File: config.mk
export PLATFORM = sky130hd
export DESIGN_NAME = uart_tx_frame_flat
export DESIGN_NICKNAME = d
export VERILOG_FILES = /design/src/rtl/uart_tx_frame_if.sv /design/src/rtl/uart_tx_frame.sv /design/src/flat_wrapper.sv
export SDC_FILE = /design/constraint.sdc
export NUM_CORES = 1
export LEC_CHECK = 0
export ABC_AREA = 1
export CAP_MARGIN = 10
export CORE_ASPECT_RATIO = 1.1
export CORE_MARGIN = 2
export CORE_UTILIZATION = 48
export CTS_BUF_LIST = sky130_fd_sc_hd__clkbuf_8
export DETAILED_ROUTE_END_ITERATION = 8
export GPL_ROUTABILITY_DRIVEN = 0
export PLACE_DENSITY = 0.79
export SYNTH_ARGS = -nofsm -noshare
export SYNTH_HDL_FRONTEND = slang
export SYNTH_SLANG_ARGS = --single-unit
File: constraint.sdc
create_clock -name clock -period 1.65 [get_ports clock]
set_clock_uncertainty 0.2 [all_clocks]
set_input_delay 0.165 -clock clock [delete_from_list [all_inputs] [get_ports clock]]
set_output_delay 0.165 -clock clock [all_outputs]
set_load 0.02 [all_outputs]
File: src/rtl/uart_tx_frame_if.sv
// Request/status bundle between a frame producer and uart_tx_frame.
// The producer (master) drives the frame request; the transmitter (slave) reports busy/done.
interface uart_tx_frame_if #(
  parameter int DATA_BITS = 8
);
  logic                 send;
  logic [DATA_BITS-1:0] data_in;
  logic                 parity_type;
  logic                 stop_bits;
  logic                 busy;
  logic                 done;

  modport master (
    output send,
    output data_in,
    output parity_type,
    output stop_bits,
    input  busy,
    input  done
  );

  modport slave (
    input  send,
    input  data_in,
    input  parity_type,
    input  stop_bits,
    output busy,
    output done
  );
endinterface

File: src/rtl/uart_tx_frame.sv
// UART frame serialiser: start bit, DATA_BITS data bits LSB first, optional parity, one or two stop bits.
// Define UART_TX_PARITY_EN to compile in the parity bit (even/odd selected per frame by parity_type).
module uart_tx_frame #(
  parameter int DATA_BITS = 8
) (
  input  logic             clock,
  input  logic             reset,
  input  logic             tick,
  output logic             tx_out,
  uart_tx_frame_if.slave   bus
);

  localparam int CNT_W = (DATA_BITS > 1) ? $clog2(DATA_BITS) : 1;
  localparam logic [CNT_W-1:0] LAST_BIT = CNT_W'(DATA_BITS - 1);

  localparam logic [2:0] IDLE   = 3'd0;
  localparam logic [2:0] PEND   = 3'd1;
  localparam logic [2:0] START  = 3'd2;
  localparam logic [2:0] DATA   = 3'd3;
  localparam logic [2:0] STOP   = 3'd4;
`ifdef UART_TX_PARITY_EN
  localparam logic [2:0] PARITY = 3'd5;
`endif

  logic [2:0]           state;
  logic [DATA_BITS-1:0] shift_reg;
  logic [CNT_W-1:0]     bit_cnt;
  logic                 stop_two;
  logic                 stop_second;
  logic                 busy;
  logic                 done;
`ifdef UART_TX_PARITY_EN
  logic                 parity_bit;
`else
  logic                 unused_parity_type;
  assign unused_parity_type = bus.parity_type;
`endif

  assign bus.busy = busy;
  assign bus.done = done;

  // Every output is a flop; each line value appears the cycle after the Tick that selects it.
  always_ff @(posedge clock) begin
    if (reset) begin
      state       <= IDLE;
      shift_reg   <= '0;
      bit_cnt     <= '0;
      stop_two    <= 1'b0;
      stop_second <= 1'b0;
      tx_out      <= 1'b1;
      busy        <= 1'b0;
      done        <= 1'b0;
`ifdef UART_TX_PARITY_EN
      parity_bit  <= 1'b0;
`endif
    end else begin
      done <= 1'b0;
      case (state)
        IDLE: begin
          tx_out <= 1'b1;
          if (bus.send) begin
            shift_reg <= bus.data_in;
            stop_two  <= bus.stop_bits;
`ifdef UART_TX_PARITY_EN
            parity_bit <= (^bus.data_in) ^ bus.parity_type;
`endif
            busy  <= 1'b1;
            state <= PEND;
          end
        end
        PEND: begin
          if (tick) begin
            tx_out <= 1'b0;
            state  <= START;
          end
        end
        START: begin
          if (tick) begin
            tx_out    <= shift_reg[0];
            shift_reg <= shift_reg >> 1;
            bit_cnt   <= '0;
            state     <= DATA;
          end
        end
        DATA: begin
          if (tick) begin
            if (bit_cnt == LAST_BIT) begin
`ifdef UART_TX_PARITY_EN
              tx_out <= parity_bit;
              state  <= PARITY;
`else
              tx_out      <= 1'b1;
              stop_second <= 1'b0;
              state       <= STOP;
`endif
            end else begin
              tx_out    <= shift_reg[0];
              shift_reg <= shift_reg >> 1;
              bit_cnt   <= bit_cnt + 1'b1;
            end
          end
        end
`ifdef UART_TX_PARITY_EN
        PARITY: begin
          if (tick) begin
            tx_out      <= 1'b1;
            stop_second <= 1'b0;
            state       <= STOP;
          end
        end
`endif
        STOP: begin
          // A second stop interval is only inserted when the frame latched stop_bits=1.
          if (tick) begin
            if (stop_two && !stop_second) begin
              stop_second <= 1'b1;
            end else begin
              busy  <= 1'b0;
              done  <= 1'b1;
              state <= IDLE;
            end
          end
        end
        default: begin
          tx_out <= 1'b1;
          busy   <= 1'b0;
          state  <= IDLE;
        end
      endcase
    end
  end

endmodule

File: src/flat_wrapper.sv
// flat-port wrapper written by rule: the top's interface ports become plain ports
module uart_tx_frame_flat 
#(
  parameter int DATA_BITS = 8
)
  (clock, reset, tick, tx_out, bus_send, bus_data_in, bus_parity_type, bus_stop_bits, bus_busy, bus_done);
  uart_tx_frame_if #(.DATA_BITS(DATA_BITS)) bus_i ();
  input  logic clock;
  input  logic reset;
  input  logic tick;
  output logic tx_out;
  input wire logic [$bits(bus_i.send)-1:0] bus_send;
  input wire logic [$bits(bus_i.data_in)-1:0] bus_data_in;
  input wire logic [$bits(bus_i.parity_type)-1:0] bus_parity_type;
  input wire logic [$bits(bus_i.stop_bits)-1:0] bus_stop_bits;
  output wire logic [$bits(bus_i.busy)-1:0] bus_busy;
  output wire logic [$bits(bus_i.done)-1:0] bus_done;
  assign bus_i.send = bus_send;
  assign bus_i.data_in = bus_data_in;
  assign bus_i.parity_type = bus_parity_type;
  assign bus_i.stop_bits = bus_stop_bits;
  assign bus_busy = bus_i.busy;
  assign bus_done = bus_i.done;
  uart_tx_frame #(.DATA_BITS(DATA_BITS)) u_core (.clock(clock), .reset(reset), .tick(tick), .tx_out(tx_out), .bus(bus_i));
endmodule
==> results of run 1 <==
stage by stage:
step                hold WS, ps  instances  utilization, %  total power, mW  worst slack (ps)
detailed placement        245.8        218           63.86            2.014            -77.85
floorplan                 34.07        167               -            1.715             25.44
global route              286.6        224           70.41            2.770            -18.04
global placement          242.9        218           63.86            1.969            -57.40
finish                    253.4        224           70.41            2.540             76.91
CTS                       257.3        223           68.04            2.446            -26.28
kinds of logic (layout without fill, tap and decap cells):
kind of cell             Yosys count  after routing
AND/OR/NAND/NOR                  111            112
buffers and inverters             22             50
adder cells (fa/ha/maj)            2              2
AO/OA/AOI/OAI                     13             13
flip-flops                        19             19
cells in the mapped netlist:
cell / number / share of area (%)
o21ai_0: 4 / 1.9
a21oi_1: 8 / 3.7
nor2_2: 2 / 1.2
inv_1: 16 / 5.6
dfxtp_1: 19 / 36
nor2_4: 1 / 1.1
nor2_1: 30 / 11
nor4_1: 1 / 0.58
nand3_1: 16 / 7.5
ha_1: 2 / 2.3
nand2_2: 2 / 1.2
nand3b_1: 1 / 0.70
buf_6: 1 / 1.1
nand2_1: 52 / 18
inv_2: 2 / 0.70
nand4_4: 1 / 2.0
nand4_1: 2 / 1.2
buf_4: 1 / 0.70
nand3_2: 1 / 0.93
buf_2: 2 / 0.93
o21ai_1: 1 / 0.47
nand2_4: 2 / 2.1
metal layers:
| metal | vias to the layer above | track usage, % |
|---|---|---|
| li1 | 583 | - |
| met1 | 513 | 22.51 |
| met2 | 32 | 39.50 |
| met3 | 7 | 3.333 |
| met4 | 0 | 11.90 |
| met5 | - | 0 |
timing repair:
item,4_1_cts,5_1_grt
endpoints found under the setup margin,11,16
pin swaps,1,3
buffers inserted,0,1
gates resized for setup,5,14
cloned,1,0
area by class of cell:
class | count | share of cell area (%)
clock buffer | 3 | 2.842
clock inverter | 1 | 0.3445
inverter | 18 | 4.651
multi-input combinational | 127 | 46.08
sequential | 19 | 26.62
tap | 28 | 2.412
timing repair buffer | 28 | 17.05
how the worst max path moves through the flow:
| stage | endpoint | slack, ps | depth (start not counted) |
|---|---|---|---|
| CTS | u_core.stop_second | -30 | 9 |
| global placement | u_core.shift_reg[3] | -60 | 6 |
| global route | u_core.bit_cnt[1] | -20 | 8 |
| finish | tx_out | 80 | 1 |
| detailed placement | u_core.shift_reg[2] | -80 | 6 |
| floorplan | u_core.shift_reg[7] | 30 | 7 |
report_power, final:
| part | switching, mW | internal, mW | leakage, nW | total, mW |
|---|---|---|---|---|
| Combinational | 0.862 | 0.577 | 0.512 | 1.44 |
| Clock | 0.168 | 0.168 | 0.0255 | 0.336 |
| Sequential | 0.135 | 0.629 | 0.158 | 0.764 |
==> flow_summary.toml, run 1 <==
[min_path]
min_from = "u_core.stop_two"
hold_depth = 2
min_to = "u_core.stop_two"
hold_class = "flop to flop"

[critical_path]
crit_start = "u_core.tx_out"
timing.rr.start = "u_core.state[0]"
worstPathRequired_ps = 1280
regToRegEndpoint = "u_core.state[1]"
crit_path_end_kind = "output port"
cp.arrival_ps = 1210
max_stage_delay_ps = 600
reg2reg_setup_slack_ps = 90
worstSetupPathType = "flop to output port"
slowest_stage = "clkdlybuf4s50_1"
cp_cell_sequence = "clkdlybuf4s50_1"
cp_max_fo = 2
cp_num_buf_inv = 1
reg2reg_depth = 7
startpoint_type = "flop"
crit_family = "buffers and inverters"

[synth]
ys_warn_count = 0
ys_seq_area_share_pct = 35.51
synth_top_family_by_area = "simple AND/OR/NAND/NOR gates"
yosys.area_share.adder_pct = 2.336
syn_area_sq_um = 1071
synth_cells = 167
synth-compound-area-share_pct = 6.075
syn_nets = 183
synth.avg_cell_area_sq_um = 6.413
synth-simple-area-share_pct = 47.08
ys_ff_latch = 19
ys_types = 22
synth_xor_area_share_pct = 0
synth.mux.area_fraction_pct = 0

[run_status]
status = "finished clean"

[placement]
dp_hpwl_mm = 1.748
placed_cell_area_sq_um = 1318
port_buffers = 15

[routing]
dr.first_iter.drc_count = 25
m1WireLength_mm = 1.060
routed_wl_mm = 2.525
wl_met2_mm = 1.314
drc = 0
antenna_left = 0
wl_per_cell_um = 11.27
vias = 1135
drtPass1Iterations = 4
highest_layer = "met4"
drt-vias-per-instance = 5.067
met3_length_um = 102

[cts]
clk_pin_slew_ps = 80
cts.sinks = 19
clock_latency_ps = 260
postCtsHoldBufs = 0
htree_levels = 1
clockBufferDepth = 2
numCtsBuffers = 3
cts_tree = "yes"
root_buffer = "clkbuf_8"

[flow_run]
cap_violations = 0

[sta]
tightest_slew_ps = 209.2
rsz0062_at_grt = "true"
hold_viol = 0
timing.setup.tns_ps = 0
finalSetupViolations = 0
finalMaxSlewViolations = 0
max_freq_mhz = 635.7
slew_headroom_pct = 85.92
fin_crit_ps = 1573
min_period_over_period_pct = 95.34

[final_layout]
syn2layout_area_growth_pct = 35.63
final_cell_area_sq_um = 1453
diodes = 0
fin_nets = 213
nFillCells = 175
layout_commonest_cell = "nand2_1"
seq_area_sq_um = 386.6
largest_reg_flops = 8
drive_above_1_share_pct = 21.94
multiInputGateArea_sq_um = 669.4
final_cell_mix = "49 x nand2_1, 28 x nor2_1, 16 x inv_1, 15 x nand3_1, 15 x clkdlybuf4s50_1"

[power]
power_per_cell_area_nw_per_um2 = 1748
leakage_nw = 0.6955
worst_ir_drop_vdd_mv = 0.9276

[floorplan]
die_w_um = 49.04
start_util_pct = 51.91
core.rowCount = 17
io_pins = 17
coreArea_sq_um = 2063
dieArea_sq_um = 2626
die_y_um = 53.54

[grt]
grt_usage_pct = 20.82
grt_pass1_wl_mm = 4.133
overflow = 0
grt_max_degree = 12
grt_pass1_vias = 976
grt_antenna_before_repair = 0
No activity file was read; power rests on OpenSTA's default activity.
==> run 2: changes to the inputs <==
- ABC_AREA: 1 -> 0
- PLACE_DENSITY: 0.79 -> 0.8
==> run 2 against run 1 <==
  * The run now ends with negative setup slack left
  * Hold slack better by 32 ps
  * Synthesized cell count is 37% lower
  * Global-route usage is 0.095 points higher
  * Area after synthesis is 1.2% lower
  * Combinational power is 83% lower
  * Utilization is 1.5 points lower
  * Cell count is 29% lower
  * Design area is 3.1% lower
==> flow_summary.toml, run 2 <==
[run_status]
status = "finished, violations left"
violations = "negative setup slack"

[synth]
syn_area_sq_um = 1059
synth_cells = 106
ys_warn_count = 0
synth.most_common_cell = "dfxtp_1"
yosys.area_share.adder_pct = 2.364
synth-async-reset-ratio_pct = 0
synth_area_leaders = "dfxtp_1 36%, a211oi_2 8.3%, mux2i_1 7.6%"
synth.mux.area_fraction_pct = 8.983
ys_seq_area_share_pct = 35.93
ys_types = 40
synth_top_area_share_pct = 35.93
synth.largest_area_cell = "dfxtp_1"
syn_nets = 122
synth-simple-area-share_pct = 18.44
synth_top_family_by_area = "compound AO/OA/AOI/OAI gates"
synth.avg_cell_area_sq_um = 9.986
synth_edf_count = 0
ys_ff_latch = 19
synth-compound-area-share_pct = 28.13
synth_common_cells = "19 x dfxtp_1, 8 x a211oi_1, 8 x mux2i_1, 7 x a211oi_2, 7 x a21oi_1"
synthFlopType = "dfxtp_1"
synth_xor_area_share_pct = 0

[critical_path]
path_common_cell = "ha_4"
cp_max_fo = 8
cp.arrival_ps = 1610
reg2reg_depth = 6
crit_path_end_kind = "flop"
slowest_stage = "dfxtp_2"
cp_cell_sequence = "ha_4, ha_4, nor4bb_2, buf_4, a21o_4, a211oi_2"
reg2reg_setup_slack_ps = -20
regToRegEndpoint = "u_core.shift_reg[2]"
worstPathRequired_ps = 1590
crit_family = "flip-flops"
startpoint_type = "flop"
max_stage_delay_ps = 340
cp_num_buf_inv = 1
worstSetupPathType = "flop to flop"
timing.rr.start = "u_core.bit_cnt[0]"

[sta]
finalMaxSlewViolations = 0
rsz0062_at_grt = "true"
max_freq_mhz = 600.0
worst_slack_ps = -16.72
fin_crit_ps = 1667
slew_headroom_pct = 73.93
tightest_slew_ps = 390.6
finalSetupViolations = 7
timing.setup.tns_ps = -74.28
min_period_over_period_pct = 101.0
hold_viol = 0

[floorplan]
io_pins = 17
die_y_um = 53.25
core.rowCount = 17
dieArea_sq_um = 2597
coreArea_sq_um = 2042
start_util_pct = 51.84
die_w_um = 48.78

[final_layout]
diodes = 0
final_cells = 160
syn2layout_area_growth_pct = 32.98
final_cell_mix = "15 x clkdlybuf4s50_1, 15 x dfxtp_1, 14 x buf_4, 8 x mux2i_1, 8 x a211oi_1"
fin_nets = 149
drive_above_1_share_pct = 31.06
fin_util_pct = 68.93
largest_reg_flops = 8

[power]
power_per_cell_area_nw_per_um2 = 766.9
power.total_mw = 1.079
worst_ir_drop_vdd_mv = 0.5151
leakage_nw = 0.5115

[routing]
antenna_left = 0
dr.first_iter.drc_count = 6
vias = 894
drtPass1Iterations = 3
drt-vias-per-instance = 5.588
drc = 0
wl_per_cell_um = 14.47
routed_wl_mm = 2.315

[cts]
numCtsBuffers = 3
clk_pin_slew_ps = 70
cts_tree = "yes"
root_buffer = "clkbuf_8"
htree_levels = 1
cts.sinks = 19
clock_latency_ps = 260
clockBufferDepth = 2

[grt]
grt_max_degree = 14
grt_antenna_before_repair = 0
grt_usage_pct = 20.91
grt_pass1_wl_mm = 4.140
overflow = 0
grt_pass1_vias = 985

[placement]
dp_cells = 154
port_buffers = 15
dp_hpwl_mm = 1.696

[min_path]
min_from = "u_core.tx_out"
hold_class = "flop to flop"
hold_depth = 1
min_to = "u_core.tx_out"

[flow_run]
cap_violations = 0
run 2: cell count changes after synthesis, moves of 3 or more:
cell	previous run	this run
a211oi_1	0	8
nor2_1	30	3
and3b_1	0	3
nand3_1	16	0
nand2_1	52	4
inv_1	16	3
mux2i_1	0	8
a211oi_2	0	7
run 2: how the worst max path moves through the flow:
stage / start / end / depth (start not counted)
global placement: tick / u_core.shift_reg[1] / 5
floorplan: u_core.bit_cnt[0] / u_core.shift_reg[3] / 6
CTS: u_core.bit_cnt[0] / u_core.shift_reg[2] / 6
finish: u_core.bit_cnt[0] / u_core.shift_reg[2] / 6
global route: u_core.bit_cnt[0] / u_core.shift_reg[1] / 6
detailed placement: tick / u_core.shift_reg[2] / 5
run 2: cells by family (layout without fill, tap and decap cells):
| family | count (synthesis) | in the layout |
|---|---|---|
| and+or+nand+nor | 28 | 28 |
| AOI/OAI and AO/OA | 37 | 37 |
| muxes | 9 | 9 |
| DFF | 19 | 19 |
| adders and majority gates | 2 | 2 |
| buffers and inverters | 11 | 37 |
run 2: power by group:
part	leakage, nW	switching (mW)	internal, mW	total, mW
combinational	0.327	0.113	0.127	0.240
sequential	0.158	0.0263	0.492	0.518
clock	0.0269	0.155	0.166	0.321
run 2: layout make-up:
class | count | area, sq um
Clock inverter | 1 | 3.754
Multi-Input combinational cell | 76 | 664.4
Sequential cell | 19 | 385.4
Inverter | 3 | 11.26
Tap cell | 28 | 35.03
Clock buffer | 3 | 41.29
Timing Repair Buffer | 30 | 266.5
Fill cell | 170 | 634.4
run 2: timing repair:
action / 4_1_cts / 5_1_grt
hold buffers: 0 / 0
endpoints found under the setup margin: 7 / 13
pin swaps: 5 / 7
setup buffers: 2 / 0
gates cloned: 0 / 0
resized for setup: 3 / 8
run 2: metrics by stage:
stage / hold slack [ps] / area [sq um] / setup slack (ps)
after floorplan: 112.2 / 1074 / 25.60
after global routing: 307.0 / 1408 / -73.63
after global placement: 269.7 / 1303 / -137.1
after detailed placement: 280.4 / 1303 / -147.4
after CTS: 295.2 / 1375 / -11.82
final: 285.0 / 1408 / -16.72
run 2: metal layers:
metal,vias up,GRT usage [%],part of all wire (%)
met5,-,0,0
met4,0,11.43,1.9
met3,5,2.825,2.1
met2,15,40.18,51
met1,417,22.36,44
li1,457,-,-
==> run 3: changes to the inputs <==
- DONT_BUFFER_PORTS: unset -> 1
- PLACE_DENSITY: 0.8 -> 0.69
==> run 3 against run 2 <==
  * The run ends with negative hold slack left
  * Wire length fell by 8.5%
  * Register-to-register slack better by 20 ps
  * Combinational power decreased by 25%
  * Cell count down 13%
  * Power down 4.7%
==> flow_summary.toml, run 3 (synthesized netlist as in run 2, its figures left out) <==
[cts]
clk_pin_slew_ps = 70
cts_tree = "yes"
postCtsSetupRepairBufs = 0
htree_levels = 1
clock_latency_ps = 260
root_buffer = "clkbuf_8"
numCtsBuffers = 3
clockBufferDepth = 2
cts.sinks = 19

[routing]
antenna_left = 0
vias = 821
routed_wl_mm = 2.118
wl_per_cell_um = 15.24
dr.first_iter.drc_count = 11
drc = 0
drt-vias-per-instance = 5.906
drtPass1Iterations = 4

[critical_path]
cp_num_buf_inv = 1
max_stage_delay_ps = 340
cp.arrival_ps = 1590
reg2reg_depth = 6
crit_family = "flip-flops"
cp.depth = 6
worstSetupPathType = "flop to flop"
slowest_stage = "dfxtp_2"
crit_path_end_kind = "flop"
path_common_cell = "ha_4"
cp_cell_sequence = "ha_4, ha_4, nor4bb_4, buf_6, a21o_4, a211oi_2"
worstPathRequired_ps = 1590
cp_max_fo = 8
startpoint_type = "flop"

[sta]
rsz0062_at_grt = "true"
max_freq_mhz = 606.6
finalMaxSlewViolations = 0
finalSetupViolations = 0
slew_headroom_pct = 74.68
fin_crit_ps = 1648
hold_viol = 19
min_period_over_period_pct = 99.90
tightest_slew_ps = 379.4
holdWs_ps = -239.2

[grt]
overflow = 0
grt_antenna_before_repair = 0
grt_pass1_wl_mm = 3.491
grt_pass1_vias = 752
grt_max_degree = 20
grt_usage_pct = 18.16

[floorplan]
dieArea_sq_um = 2597
start_util_pct = 51.84
core.rowCount = 17
die_y_um = 53.25
die_w_um = 48.78
coreArea_sq_um = 2042
io_pins = 17

[final_layout]
final_cell_area_sq_um = 1241
syn2layout_area_growth_pct = 17.26
final_cells = 139
fin_util_pct = 60.78
diodes = 0
largest_reg_flops = 8
layout_commonest_cell = "dfxtp_1"
drive_above_1_share_pct = 29.73
final_cell_mix = "16 x dfxtp_1, 8 x mux2i_1, 8 x a211oi_1, 7 x a211oi_2, 7 x a21oi_1"
fin_nets = 128

[power]
p_seq_share_pct = 50.8
clock_power_share_pct = 31.7
swShare_pct = 26.91
worst_ir_drop_vdd_mv = 0.4523
p_int_mw = 0.7515
power_per_cell_area_nw_per_um2 = 828.5
power_frac_comb_pct = 17.5
net-switching-power_mw = 0.2767
leakage_nw = 0.4299

[flow_run]
cap_violations = 0

[min_path]
hold_class = "input port to flop"
hold_depth = 1

[placement]
placed_cell_area_sq_um = 1147
dp_cells = 135
dp_hpwl_mm = 1.536
port_buffers = 0

[run_status]
status = "finished, violations left"
violations = "negative hold slack"
-- run 3: worst register-to-register path, delay by kind of cell, from the launching register on --
family	cells	cell delay, ps
DFF	1	340
and+or+nand+nor	1	260
buffers and inverters	1	170
adders and majority gates	2	330
AOI/OAI and AO/OA	2	240
-- run 3: through the flow --
stage                     hold WS (ps)  setup TNS, ps  power, mW  worst slack, ps
final                           -239.2              0      1.028            1.570
after global routing            -253.2         -281.2      1.079           -52.73
after detailed placement         33.74         -281.6     0.7098           -41.54
after global placement           33.19         -91.22     0.7023           -13.64
after floorplan                  112.2              0     0.6826            25.60
after CTS                       -246.4         -201.6      1.039           -42.14
-- run 3: final timing paths --
check                              to  slack, ps              start
setup / recovery  u_core.shift_reg[0]          2  u_core.bit_cnt[0]
hold / removal    u_core.shift_reg[2]       -240              reset
setup reg to reg  u_core.shift_reg[0]          2  u_core.bit_cnt[0]
hold reg to reg     u_core.bit_cnt[1]        300  u_core.bit_cnt[1]
-- run 3: final cells by class --
cell class | instances | area [sq um]
clock buffers | 3 | 41.29
multi-input cells | 76 | 668.1
inverters | 3 | 11.26
well taps | 28 | 35.03
repair buffers | 9 | 96.34
flip-flops and latches | 19 | 384.1
clock inverters | 1 | 5.005
fillers | 180 | 800.8
-- run 3: repair_timing --
| action | in CTS | in global routing |
|---|---|---|
| hold endpoints to repair | 19 | 19 |
| endpoints found under the setup margin | 8 | 8 |
| gates resized for setup | 3 | 6 |
| pin swaps | 4 | 6 |
-- run 3: routing by layer --
metal	vias up	track usage, %	part of all wire (%)
met5	-	0	0
met4	0	8.571	2.0
met3	5	4.520	4.6
met2	22	32.65	49
met1	379	20.35	44
li1	415	-	-
-- run 3: power by group through the flow --
stage                     clock network [mW]  logic (mW)  registers (mW)
after floorplan                            0       0.159           0.524
after global placement                     0       0.171           0.531
after detailed placement                   0       0.177           0.533
after CTS                              0.339       0.178           0.522
after global routing                   0.356       0.197           0.526
final                                  0.326       0.180           0.522
